[src/rtl/vote_pkg.sv]
// vote_pkg: shared types and constants for the voter capture block.
package vote_pkg;
    localparam int N_VOTERS = 5;
    localparam int TCNT_W = 16;
    typedef enum logic [1:0] {IDLE, OPEN, DONE} state_t;
endpackage

[src/rtl/debounce.sv]
// debounce: 2-flop synchroniser plus consecutive-sample debouncer for one switch.
module debounce #(
    parameter int DEB_CYCLES = 4
) (
    input  logic clk,
    input  logic rst,
    input  logic raw,
    output logic stable
);
    logic s1;
    logic s2;
    logic [7:0] cnt;
    always_ff @(posedge clk) begin
        if (rst) begin
            s1 <= 1'b0;
            s2 <= 1'b0;
            stable <= 1'b0;
            cnt <= '0;
        end else begin
            s1 <= raw;
            s2 <= s1;
            if (s2 == stable) cnt <= '0;
            else if (cnt == 8'(DEB_CYCLES - 1)) begin
                stable <= s2;
                cnt <= '0;
            end else cnt <= cnt + 8'd1;
        end
    end
endmodule

[src/rtl/vote_capture.sv]
// vote_capture: debounces voter switches and latches one ballot per session
// when the session is closed or times out.
module vote_capture
    import vote_pkg::*;
#(
    parameter int DEB_CYCLES = 4,
    parameter int TIMEOUT = 1000
) (
    input  logic                clk,
    input  logic                rst,
    input  logic [N_VOTERS-1:0] sw_in,
    input  logic                start,
    input  logic                close,
    output logic [N_VOTERS-1:0] Datain,
    output logic                ballot_valid,
    output logic                open
);
    state_t state;
    state_t next;
    logic [TCNT_W-1:0] tcnt;
    logic [N_VOTERS-1:0] stable;
    logic fire;
    for (genvar g = 0; g < N_VOTERS; g++) begin : g_deb
        debounce #(.DEB_CYCLES(DEB_CYCLES)) u_deb (
            .clk(clk),
            .rst(rst),
            .raw(sw_in[g]),
            .stable(stable[g])
        );
    end
    // close and timeout share one transition, so they can only latch once
    always_comb begin
        fire = (state == OPEN) && (close || tcnt == TCNT_W'(TIMEOUT - 1));
        next = state == IDLE ? (start ? OPEN : IDLE) :
               state == OPEN ? (fire ? DONE : OPEN) : IDLE;
    end
    always_ff @(posedge clk) begin
        if (rst) begin
            state <= IDLE;
            tcnt <= '0;
            Datain <= '0;
            ballot_valid <= 1'b0;
        end else begin
            state <= next;
            tcnt <= (state == OPEN) ? tcnt + 16'd1 : '0;
            ballot_valid <= fire;
            if (fire) Datain <= stable;
        end
    end
    assign open = (state == OPEN);
endmodule

[config.mk]
export PLATFORM = sky130hd
export DESIGN_NAME = vote_capture
export DESIGN_NICKNAME = d
export VERILOG_FILES = /design/src/rtl/vote_pkg.sv /design/src/rtl/debounce.sv /design/src/rtl/vote_capture.sv
export SDC_FILE = /design/constraint.sdc
export NUM_CORES = 1
export LEC_CHECK = 0
export ABC_AREA = 1
export BUFFER_PORTS_ARGS = -buffer_cell sky130_fd_sc_hd__buf_2
export CAP_MARGIN = 20
export CORE_MARGIN = 8
export CORE_UTILIZATION = 35
export CTS_BUF_LIST = sky130_fd_sc_hd__clkbuf_16
export CTS_CLUSTER_DIAMETER = 120
export CTS_CLUSTER_SIZE = 20
export DETAILED_ROUTE_END_ITERATION = 7
export GPL_TIMING_DRIVEN = 0
export SLEW_MARGIN = 20
export SYNTH_ARGS = -nofsm -noshare
export SYNTH_HDL_FRONTEND = slang
export SYNTH_SLANG_ARGS = --single-unit
[constraint.sdc]
create_clock -name clk -period 3.89 [get_ports clk]
set_input_delay 0.5835 -clock clk [delete_from_list [all_inputs] [get_ports clk]]
set_output_delay 0.5835 -clock clk [all_outputs]
set_load 0.05 [all_outputs]
==> results.cfg <==
[status]
status = finished, final reports clean

[cells_and_area]
multiInputGateArea_mm2 = 0.00150
fin_nets = 477
nFillCells = 955
layout.area.seq_mm2 = 0.00158
layout-drive-gt1-share_pct = 12.0
synthToLayoutAreaGrowth_pct = 15.8
n_antenna_cell = 0
final_util_pct = 41.8
fin_area_mm2 = 0.00386

[sta]
tightest_slew_ps = 435
fmax_mhz = 543
rsz0062_at_grt = no
min_period_ps = 1840
min_period_over_period_pct = 47.4
hold_viol = 0
setup_viol = 0
final.setup_skew_ps = 7.73
holdWs_ps = 403
tns_ps = 0
maxSlewHeadroom_pct = 71.0
drv_slew = 0
worst_slack_ps = 2050

[yosys]
avgSynthCellArea_um2 = 7.64
synth-edff-count = 0
synth_top_area_share_pct = 47.5
ys_ff_latch = 79
synthFlopType = dfxtp_1
yosysWarnings = 0
synth_simple_gate_area_share_pct = 31.7
synth_adder_area_share_pct = 2.25
synth.area.top_cells = dfxtp_1 47%, nor2_1 8.9%, nand2_1 8.7%
muxShareOfSynthArea_pct = 0
yosysTopAreaCell = dfxtp_1
syn-cell-area_mm2 = 0.00333
synth_top_family_by_area = simple AND/OR/NAND/NOR gates
syn_inst = 436
synth_seq_area_share_pct = 47.5
synth_compound_area_share_pct = 6.23
async_flop_share_pct = 0
syn_nets = 451
ys_types = 33
synthTopCellsByCount = 79 x dfxtp_1, 79 x nor2_1, 77 x nand2_1
synth_xor_area_share_pct = 4.73

[global_routing]
grt_overflow_total = 0
grt_pass1_vias = 2543
grt_pass1_wl_mm = 10.7
grt_use_total_pct = 10.1
grt_max_degree = 14
antenna_found_initial = 0

[worst_hold_path]
hold_path_depth = 2
min_path_type = reg2reg
min_from = g_deb[1].u_deb.s1$_SDFF_PP0_
holdPathEnd = g_deb[1].u_deb.s2$_SDFF_PP0_

[clock_network]
clk_latency_ps = 330
htreeDepth = 3
path_clk_slew_ps = 60
cts.sinks = 79
cts_root_buf = clkbuf_16
clock_path_buffers = 2
cts_tree = yes
cts_inserted_buffers = 9
cts_resized = 0
post_cts_buffers = 0
cts.hold.buffers_added = 0

[floorplan]
die-height_um = 114
fp.coreArea_mm2 = 0.00924
start_util_pct = 36.1
rows = 35
io-pin-count = 16
die_w_um = 114
die_area_mm2 = 0.0129

[placement]
hpwl_mm = 4.26
numPortBuffers = 15
dpl-instance-area_mm2 = 0.00357
gp_congestion = 0.770
place_ws_ps = 2310

[route]
drt_iter0_markers = 108
vias = 2639
drtPass1Iterations = 4
routedWlPerCell_um = 9.80
drcViolationCount = 0
wirelength_mm = 5.84
vias_per_cell = 4.43
ant_nets = 0

[worst_setup_path]
rrSetupSlack_ps = 2500
worstPathMaxFanout = 8
r2r_end = tcnt[8]$_SDFF_PP0_
start_kind = flip-flop
endpoint_kind = output port
worstPathArrival_ps = 1260
critPathKind = reg2out
reg2regPathDepth = 7
r2r-start = tcnt[0]$_SDFF_PP0_
required_ps = 3310

[run]
max_cap_viol_count = 0

[power]
vdd_drop_max_mv = 0.268
p_leak_nw = 1.56
powerDensity_mw_per_mm2 = 441
[stage by stage]
step / power (mW) / std cells
3_5_place_dp: 0.912 / 580
6_report: 1.70 / 596
5_1_grt: 1.77 / 596
2_1_floorplan: 0.892 / 436
4_1_cts: 1.73 / 596
3_3_place_gp: 0.911 / 580
[metal layers]
| metal | track usage (%) | vias to the layer above | share of wire [%] |
|---|---|---|---|
| met5 | 0 | - | 0 |
| met3 | 4.38 | 8 | 5.0 |
| met1 | 11.6 | 1174 | 50 |
| met2 | 15.9 | 29 | 43 |
| li1 | - | 1428 | - |
| met4 | 4.53 | 0 | 1.8 |
[cell usage in the layout, fill, tap and decap left out, drive strengths merged]
cell type	count
dfxtp	79
buf	16
nor4	1
nand4	8
nand2	81
clkbuf	11
nand3	26
or2	4
xnor2	4
o21ai	13
xor2	14
nand3b	7
nor2	84
a211oi	1
a21oi	22
inv	64
bufinv	1
nor3	13
clkinv	6
a31oi	1
o21a	1
nor3b	4
ha	6
[layout make-up]
class / instances / share of cell area [%]
Multi-Input combinational cell: 290 / 38.8
Timing Repair Buffer: 15 / 1.95
Inverter: 64 / 6.23
Clock buffer: 9 / 5.84
Clock inverter: 7 / 1.69
Tap cell: 129 / 4.18
Buffer: 3 / 0.324
Sequential cell: 79 / 41.0
[worst max path at each step]
| stage | start | slack [ps] | endpoint |
|---|---|---|---|
| 2_1_floorplan | state[0]$_SDFF_PP0_ | 2600 | open |
| 3_3_place_gp | rst | 2330 | g_deb[2].u_deb.stable$_SDFFE_PP0P_ |
| 3_5_place_dp | rst | 2310 | g_deb[0].u_deb.stable$_SDFFE_PP0P_ |
| 4_1_cts | state[0]$_SDFF_PP0_ | 2040 | open |
| 5_1_grt | state[0]$_SDFF_PP0_ | 1980 | open |
| 6_report | state[0]$_SDFF_PP0_ | 2050 | open |
[cell families (layout without fill, tap and decap cells)]
group | count (synthesis) | in the layout
AO/OA/AOI/OAI | 38 | 38
XOR/XNOR | 18 | 18
adder cells (fa/ha/maj) | 6 | 6
buffers and inverters | 67 | 98
flip-flops | 79 | 79
AND/OR/NAND/NOR | 228 | 228
[power breakdown]
| part | internal (mW) | switching, mW | total (mW) |
|---|---|---|---|
| clock network | 0.492 | 0.315 | 0.807 |
| logic | 0.0181 | 0.0466 | 0.0646 |
| registers | 0.822 | 0.00736 | 0.829 |
[flip-flops by register name, summed over array words and instances, names as in the netlist]
signal,flops
state,2
g_deb.u_deb.cnt,40
Datain,5
g_deb.u_deb.stable,5
g_deb.u_deb.s1,5
tcnt,16
ballot_valid,1
g_deb.u_deb.s2,5
[worst max-delay path, cell delays in order (launching register included)]
cell	delay [ps]
dfxtp_1	340
inv_1	70
nor2_4	210
buf_2	320
No activity file was read; power rests on OpenSTA's default activity.
